`config.mk`:
```
export PLATFORM = sky130hd
export DESIGN_NAME = exec_unit
export DESIGN_NICKNAME = d
export VERILOG_FILES = /design/src/rtl/exu_pkg.sv /design/src/rtl/exu_muldiv_iter.sv /design/src/rtl/exec_unit.sv
export SDC_FILE = /design/constraint.sdc
export NUM_CORES = 1
export LEC_CHECK = 0
export BUFFER_PORTS_ARGS = -buffer_cell sky130_fd_sc_hd__buf_2
export CAP_MARGIN = 5
export CORE_AREA = 2 2 197 199
export CTS_CLUSTER_SIZE = 30
export DETAILED_ROUTE_END_ITERATION = 16
export DIE_AREA = 0 0 199 201
export REMOVE_ABC_BUFFERS = 1
export SLEW_MARGIN = 20
export SYNTH_ARGS = -nofsm -noshare
export SYNTH_HDL_FRONTEND = slang
export SYNTH_SLANG_ARGS = --single-unit
```
`constraint.sdc`:
```
create_clock -name clk -period 4.8 [get_ports clk]
set_input_delay 0.48 -clock clk [delete_from_list [all_inputs] [get_ports clk]]
set_output_delay 0.48 -clock clk [all_outputs]
set_load 0.02 [all_outputs]
```
`src/rtl/exu_pkg.sv`:
```
// Shared opcodes, FSM encoding and sizing for the execute stage.
// The EXU_DIV_EN macro enables the DIV/MOD datapath.
package exu_pkg;

  localparam int XLEN       = 32;
  localparam int ITER_CNT_W = $clog2(XLEN);

  localparam logic [3:0] OP_ADD   = 4'd0;
  localparam logic [3:0] OP_SUB   = 4'd1;
  localparam logic [3:0] OP_AND   = 4'd2;
  localparam logic [3:0] OP_OR    = 4'd3;
  localparam logic [3:0] OP_XOR   = 4'd4;
  localparam logic [3:0] OP_SLL   = 4'd5;
  localparam logic [3:0] OP_SRL   = 4'd6;
  localparam logic [3:0] OP_SRA   = 4'd7;
  localparam logic [3:0] OP_MUL   = 4'd8;
  localparam logic [3:0] OP_DIV   = 4'd9;
  localparam logic [3:0] OP_MOD   = 4'd10;
  localparam logic [3:0] OP_PASSB = 4'd11;

  localparam logic [1:0] ST_IDLE = 2'd0;
  localparam logic [1:0] ST_ITER = 2'd1;
  localparam logic [1:0] ST_DONE = 2'd2;

endpackage

```
`src/rtl/exu_muldiv_iter.sv`:
```
// Iterative shift-add multiplier and restoring divider, one bit per cycle.
// The divider half exists only when EXU_DIV_EN is defined.
module exu_muldiv_iter
  import exu_pkg::*;
#(
  parameter int WIDTH = XLEN
) (
  input  logic             clk,
  input  logic             rst,
  input  logic             start,
`ifdef EXU_DIV_EN
  input  logic             div,
`endif
  input  logic [WIDTH-1:0] a,
  input  logic [WIDTH-1:0] b,
  output logic             busy,
  output logic             done,
  output logic [WIDTH-1:0] prod,
  output logic [WIDTH-1:0] quot,
  output logic [WIDTH-1:0] rem
);

  logic [ITER_CNT_W-1:0] cnt;
  logic [WIDTH-1:0]      acc;
  logic [WIDTH-1:0]      m;
  logic [WIDTH-1:0]      q;
  logic [WIDTH-1:0]      acc_nx;
  logic                  last;

  assign acc_nx = acc + (q[0] ? m : '0);
  assign last   = (cnt == ITER_CNT_W'(WIDTH - 1));
  assign done   = busy & last;
  // Outputs are the post-step values so the caller can latch on done
  assign prod   = acc_nx;

`ifdef EXU_DIV_EN
  logic             div_q;
  logic [WIDTH-1:0] r;
  logic [WIDTH:0]   r_sh;
  logic [WIDTH-1:0] diff;
  logic             ge;
  logic [WIDTH-1:0] r_nx;
  logic [WIDTH-1:0] q_nx;

  assign r_sh = {r, q[WIDTH-1]};
  assign ge   = (r_sh >= {1'b0, m});
  assign diff = r_sh[WIDTH-1:0] - m;
  assign r_nx = ge ? diff : r_sh[WIDTH-1:0];
  assign q_nx = {q[WIDTH-2:0], ge};
  assign quot = q_nx;
  assign rem  = r_nx;

  always_ff @(posedge clk) begin
    if (rst) begin
      div_q <= 1'b0;
      r     <= '0;
    end else if (start) begin
      div_q <= div;
      r     <= '0;
    end else if (busy) begin
      r     <= r_nx;
    end
  end
`else
  assign quot = '0;
  assign rem  = '0;
`endif

  always_ff @(posedge clk) begin
    if (rst) begin
      busy <= 1'b0;
      cnt  <= '0;
      acc  <= '0;
      m    <= '0;
      q    <= '0;
    end else if (start) begin
      busy <= 1'b1;
      cnt  <= '0;
      acc  <= '0;
`ifdef EXU_DIV_EN
      m    <= div ? b : a;
      q    <= div ? a : b;
`else
      m    <= a;
      q    <= b;
`endif
    end else if (busy) begin
      cnt  <= cnt + 1'b1;
      busy <= ~last;
      acc  <= acc_nx;
`ifdef EXU_DIV_EN
      m    <= div_q ? m : (m << 1);
      q    <= div_q ? q_nx : (q >> 1);
`else
      m    <= m << 1;
      q    <= q >> 1;
`endif
    end
  end

endmodule

```
`src/rtl/exec_unit.sv`:
```
// Execute stage: 1-cycle ALU plus iterative MUL (and DIV/MOD with EXU_DIV_EN).
// Drives the register-file write port directly; no output backpressure.
module exec_unit
  import exu_pkg::*;
#(
  parameter int WIDTH = XLEN,
  parameter int RA_W  = 4
) (
  input  logic             clk,
  input  logic             rst,
  input  logic             in_valid,
  output logic             in_ready,
  input  logic [3:0]       alu_op,
  input  logic [WIDTH-1:0] op_a,
  input  logic [WIDTH-1:0] op_b,
  input  logic [RA_W-1:0]  rd_in,
  input  logic             wr_in,
  output logic             out_valid,
  output logic [WIDTH-1:0] result,
  output logic [RA_W-1:0]  rd_out,
  output logic             wr_out,
  output logic             flag_z,
  output logic             flag_n,
  output logic             flag_c,
  output logic             illegal
);

  logic [1:0]            state;
  logic [3:0]            op_q;
  logic [RA_W-1:0]       rd_q;
  logic                  wr_q;
  logic [WIDTH:0]        sum;
  logic [ITER_CNT_W-1:0] shamt;
  logic [WIDTH-1:0]      alu_res;
  logic                  alu_c;
  logic                  alu_ill;
  logic                  is_multi;
  logic                  start;
  logic                  eng_busy;
  logic                  eng_done;
  logic [WIDTH-1:0]      prod;
  logic [WIDTH-1:0]      quot;
  logic [WIDTH-1:0]      rem;
  logic [WIDTH-1:0]      mres;

  assign in_ready = (state == ST_IDLE) & ~eng_busy;
  assign sum      = {1'b0, op_a} + {1'b0, op_b};
  assign shamt    = op_b[ITER_CNT_W-1:0];

`ifdef EXU_DIV_EN
  assign is_multi = (alu_op == OP_MUL) | (alu_op == OP_DIV) |
                    (alu_op == OP_MOD);
`else
  assign is_multi = (alu_op == OP_MUL);
`endif

  assign start = in_valid & in_ready & is_multi;

  always_comb begin
    alu_res = '0;
    alu_c   = 1'b0;
    alu_ill = 1'b0;
    unique case (alu_op)
      OP_ADD:   begin alu_res = sum[WIDTH-1:0]; alu_c = sum[WIDTH]; end
      OP_SUB:   begin alu_res = op_a - op_b; alu_c = (op_a >= op_b); end
      OP_AND:   alu_res = op_a & op_b;
      OP_OR:    alu_res = op_a | op_b;
      OP_XOR:   alu_res = op_a ^ op_b;
      OP_SLL:   alu_res = op_a << shamt;
      OP_SRL:   alu_res = op_a >> shamt;
      OP_SRA:   alu_res = WIDTH'($signed(op_a) >>> shamt);
      OP_PASSB: alu_res = op_b;
      // MUL never lands here; DIV/MOD land here only without the divider
      default:  alu_ill = 1'b1;
    endcase
  end

  exu_muldiv_iter #(.WIDTH(WIDTH)) u_iter (
    .clk  (clk),
    .rst  (rst),
    .start(start),
`ifdef EXU_DIV_EN
    .div  (alu_op != OP_MUL),
`endif
    .a    (op_a),
    .b    (op_b),
    .busy (eng_busy),
    .done (eng_done),
    .prod (prod),
    .quot (quot),
    .rem  (rem)
  );

  assign mres = (op_q == OP_DIV) ? quot :
                (op_q == OP_MOD) ? rem  : prod;

  always_ff @(posedge clk) begin
    if (rst) begin
      state     <= ST_IDLE;
      op_q      <= '0;
      rd_q      <= '0;
      wr_q      <= 1'b0;
      out_valid <= 1'b0;
      result    <= '0;
      rd_out    <= '0;
      wr_out    <= 1'b0;
      flag_z    <= 1'b0;
      flag_n    <= 1'b0;
      flag_c    <= 1'b0;
      illegal   <= 1'b0;
    end else begin
      out_valid <= 1'b0;
      wr_out    <= 1'b0;
      unique case (state)
        ST_IDLE: begin
          if (start) begin
            state <= ST_ITER;
            op_q  <= alu_op;
            rd_q  <= rd_in;
            wr_q  <= wr_in;
          end else if (in_valid) begin
            out_valid <= 1'b1;
            result    <= alu_res;
            rd_out    <= rd_in;
            wr_out    <= wr_in & ~alu_ill;
            flag_z    <= (alu_res == '0);
            flag_n    <= alu_res[WIDTH-1];
            flag_c    <= alu_c;
            illegal   <= alu_ill;
          end
        end
        ST_ITER: begin
          if (eng_done) begin
            state     <= ST_DONE;
            out_valid <= 1'b1;
            result    <= mres;
            rd_out    <= rd_q;
            wr_out    <= wr_q;
            flag_z    <= (mres == '0);
            flag_n    <= mres[WIDTH-1];
            flag_c    <= 1'b0;
            illegal   <= 1'b0;
          end
        end
        default: state <= ST_IDLE;
      endcase
    end
  end

endmodule

```
==> impl_metrics.env <==
export IMPL_reg2reg_slack_ps=-250
export IMPL_first_pass_iters=9
export IMPL_r2r_start="u_iter.q[0]$_SDFFE_PP0P_"
export IMPL_ios=119
export IMPL_gp_congestion=1.079
export IMPL_routed_via_density=6.565
export IMPL_pwr_density_cell_mw_per_mm2=221.9
export IMPL_startpoint_type="register"
export IMPL_regToRegEndpoint="flag_z$_SDFFE_PP0P_"
export IMPL_ys_types=78
export IMPL_fp_row_count=72
export IMPL_post_drt_wl_per_cell_um=26.83
export IMPL_yosysSeqAreaShare_pct=18.31
export IMPL_ctsHoldBuffers=0
export IMPL_area_delta_synth_final_pct=18.14
export IMPL_critPathMaxFanout=2
export IMPL_yosysTopAreaCellShare_pct=18.31
export IMPL_grt_overflow_total=0
export IMPL_dieArea_sq_mm=0.04000
export IMPL_critPathMaxStageDelay_ps=540
export IMPL_num_nets_final=2693
export IMPL_maxSlewHeadroom_pct=27.04
export IMPL_grt_total_usage_pct=40.15
export IMPL_hold_viol=0
export IMPL_rsz0062_at_grt="yes"
export IMPL_synth_edf_count=0
export IMPL_rr_worst_depth=15
export IMPL_path_cells="and2_1 > ha_1 > inv_1 > fa_1 > clkinv_1 > or4_1 > or4_1 > or4_1 > or4_1 > or4_4 > a2111oi_4 > nand4_1 > or4_1 > or4_1 > o311ai_1"
export IMPL_yosysWarningCount=0
export IMPL_synth_area_sq_mm=0.01684
export IMPL_seq_area_sq_mm=0.003088
export IMPL_wl_met3_um=8353
export IMPL_max_cap_violations=0
export IMPL_critPathCaptureType="register"
export IMPL_cp_required_ps=5160
export IMPL_grt_pass1_wl_um=120000
export IMPL_cts_tree="done"
export IMPL_cts_htree_levels=4
export IMPL_die_y_um=201
export IMPL_synthArstFlopShare_pct=0
export IMPL_final_cell_mix="272 x nor2_1, 234 x buf_4, 231 x nand2_1, 226 x a21oi_1, 152 x dfxtp_1"
export IMPL_finalClockSkew_ps=9.107
export IMPL_clock_latency_ps=450
export IMPL_hold_end="rd_q[1]$_SDFFE_PP0P_"
export IMPL_pre_cts_slack_ps=-282.9
export IMPL_worstPathArrival_ps=5410
export IMPL_outcome="complete, but fails checks"
export IMPL_fin_crit_ps=5048
export IMPL_slew_violations=0
export IMPL_start_util_pct=44.18
export IMPL_met2_length_um=35350
export IMPL_worst_hold_path_num_cells=3
export IMPL_synth_seq_cells=154
export IMPL_cts_sinks=154
export IMPL_num_vias=19800
export IMPL_worstMarginPinSlew_ps=1079
export IMPL_synthTopCellsByArea="dfxtp_1 18%, ha_1 9.7%, a21oi_1 6.7%"
export IMPL_ant_nets=0
export IMPL_timing_fmax_ghz=0.1981
export IMPL_syn_inst=2291
export IMPL_cts_buffers=17
export IMPL_leakage_nw=8.404
export IMPL_clk_pin_slew_ps=70
export IMPL_peakVddDrop_uv=181.7
export IMPL_fin_crit_sh_pct=105.2
export IMPL_drive_above_1_share_pct=19.02
export IMPL_ys_flop_type="dfxtp_1"
export IMPL_holdCritPathClass="input pin to register"
export IMPL_criticalPathCategory="register to register"
export IMPL_yosysTopAreaCell="dfxtp_1"
export IMPL_setup_viol=1
export IMPL_antenna_found_initial=1
export IMPL_grt_pass1_vias=18550
export IMPL_crit_path_frequent_cell="or4_1"
export IMPL_met1_length_um=33630
export IMPL_finalSetupTns_ps=-247.8
export IMPL_root_buffer="clkbuf_16"
export IMPL_dr_max_layer_used="met4"
export IMPL_fillers=3855
export IMPL_wl_um=80930
export IMPL_final_common_cell="nor2_1"
export IMPL_multi_input_area_sq_mm=0.01270
export IMPL_clock_path_buffers=2
export IMPL_core_sq_mm=0.03811
export IMPL_fin_ws_ps=-247.8
export IMPL_place_port_buffers=118
export IMPL_worstHoldStart="rd_in[1]"
export IMPL_fin_area_sq_mm=0.01989
export IMPL_die_x_um=199
export IMPL_cpMaxStageDelayCell="fa_1"
export IMPL_post_cts_repair_setup_buffers=0
export IMPL_ctsResizeCount=4
export IMPL_grt_start_max_net_pins=63
export IMPL_violations="setup timing"
export IMPL_route_detailed_drc=0
export IMPL_drt_initial_drc_count=2378
export IMPL_avgSynthCellArea_sq_um=7.349
export IMPL_place_area_sq_mm=0.01924
export IMPL_power_total_w=0.004413
export IMPL_hpwlAfterDp_um=63540
[worst max-delay path: cells and delay by family (launching register included)]
kind / cells / cell delay [ps]
AOI/OAI and AO/OA: 2 / 370
adders and majority gates: 2 / 710
and+or+nand+nor: 9 / 3380
buffers and inverters: 2 / 140
DFF: 1 / 340
[state kept, by name (all words and copies together), names as in the netlist, 2 cells and up]
signal,cells
u_iter.cnt,5
op_q,4
u_iter.q,32
state,2
u_iter.acc,32
result,32
rd_q,4
rd_out,4
u_iter.m,32
[power breakdown]
| group | total [W] | internal (W) | switching, W |
|---|---|---|---|
| Sequential | 0.00133 | 0.00131 | 0.0000236 |
| Combinational | 0.00168 | 0.000614 | 0.00106 |
| Clock | 0.00140 | 0.000713 | 0.000688 |
[final cells by class]
class / count / area share (%)
sequential: 154 / 15.52
tap: 518 / 3.258
timing repair buffer: 355 / 12.21
inverter: 106 / 2.000
multi-input combinational: 1850 / 63.87
clock buffer: 17 / 2.139
antenna: 1 / 0.01258
clock inverter: 15 / 0.9876
[synthesized netlist by cell type, drive strengths merged (8+ instances only)]
cell	n
nor2	275
nand2	231
a21oi	226
dfxtp	154
clkbuf	147
ha	130
o21ai	106
inv	105
a22oi	91
mux2i	74
nor3	59
mux4	44
and2	43
a211oi	35
a21o	34
buf	34
nand3	29
o221ai	27
o22ai	26
xnor2	26
a222oi	25
a31oi	23
o211ai	23
a221oi	22
nand4	21
nor4	18
o21a	17
nand2b	16
nor2b	15
or4	15
xor2	14
mux2	13
o21bai	12
a221o	11
and3	11
or2	11
or3	10
a311oi	9
o31ai	8
[how the worst max path moves through the flow]
stage	from	to	slack (ps)
4_1_cts	u_iter.q[0]$_SDFFE_PP0P_	flag_z$_SDFFE_PP0P_	-230
5_1_grt	u_iter.q[0]$_SDFFE_PP0P_	flag_z$_SDFFE_PP0P_	-430
3_3_place_gp	u_iter.q[0]$_SDFFE_PP0P_	flag_z$_SDFFE_PP0P_	-230
3_5_place_dp	u_iter.q[0]$_SDFFE_PP0P_	flag_z$_SDFFE_PP0P_	-280
2_1_floorplan	u_iter.busy$_SDFF_PP0_	flag_z$_SDFFE_PP0P_	-2260
6_report	u_iter.q[0]$_SDFFE_PP0P_	flag_z$_SDFFE_PP0P_	-250
[cells by family after synthesis]
family,Yosys count,synth area share [%]
AO/OA/AOI/OAI,773,30.98
XOR/XNOR,40,2.081
adder cells (fa/ha/maj),133,10.02
buffers and inverters,287,6.510
flip-flops,154,18.31
multiplexers,131,11.15
AND/OR/NAND/NOR,773,20.94
[per-layer routing]
metal / vias up / GRT usage (%)
met5: - / 0
met2: 1164 / 61.64
li1: 8921 / -
met4: 0 / 16.10
met3: 196 / 9.677
met1: 9518 / 53.91
[stage by stage]
stage | hold WS (ps) | cells | utilization (%)
after floorplan | 420.2 | 2110 | -
after global placement | 438.9 | 2983 | 50.50
after detailed placement | 448.3 | 2983 | 50.50
after CTS | 253.3 | 3015 | 52.19
after global routing | 288.8 | 3015 | 52.19
final | 272.6 | 3016 | 52.20
No activity file was read; power rests on OpenSTA's default activity.
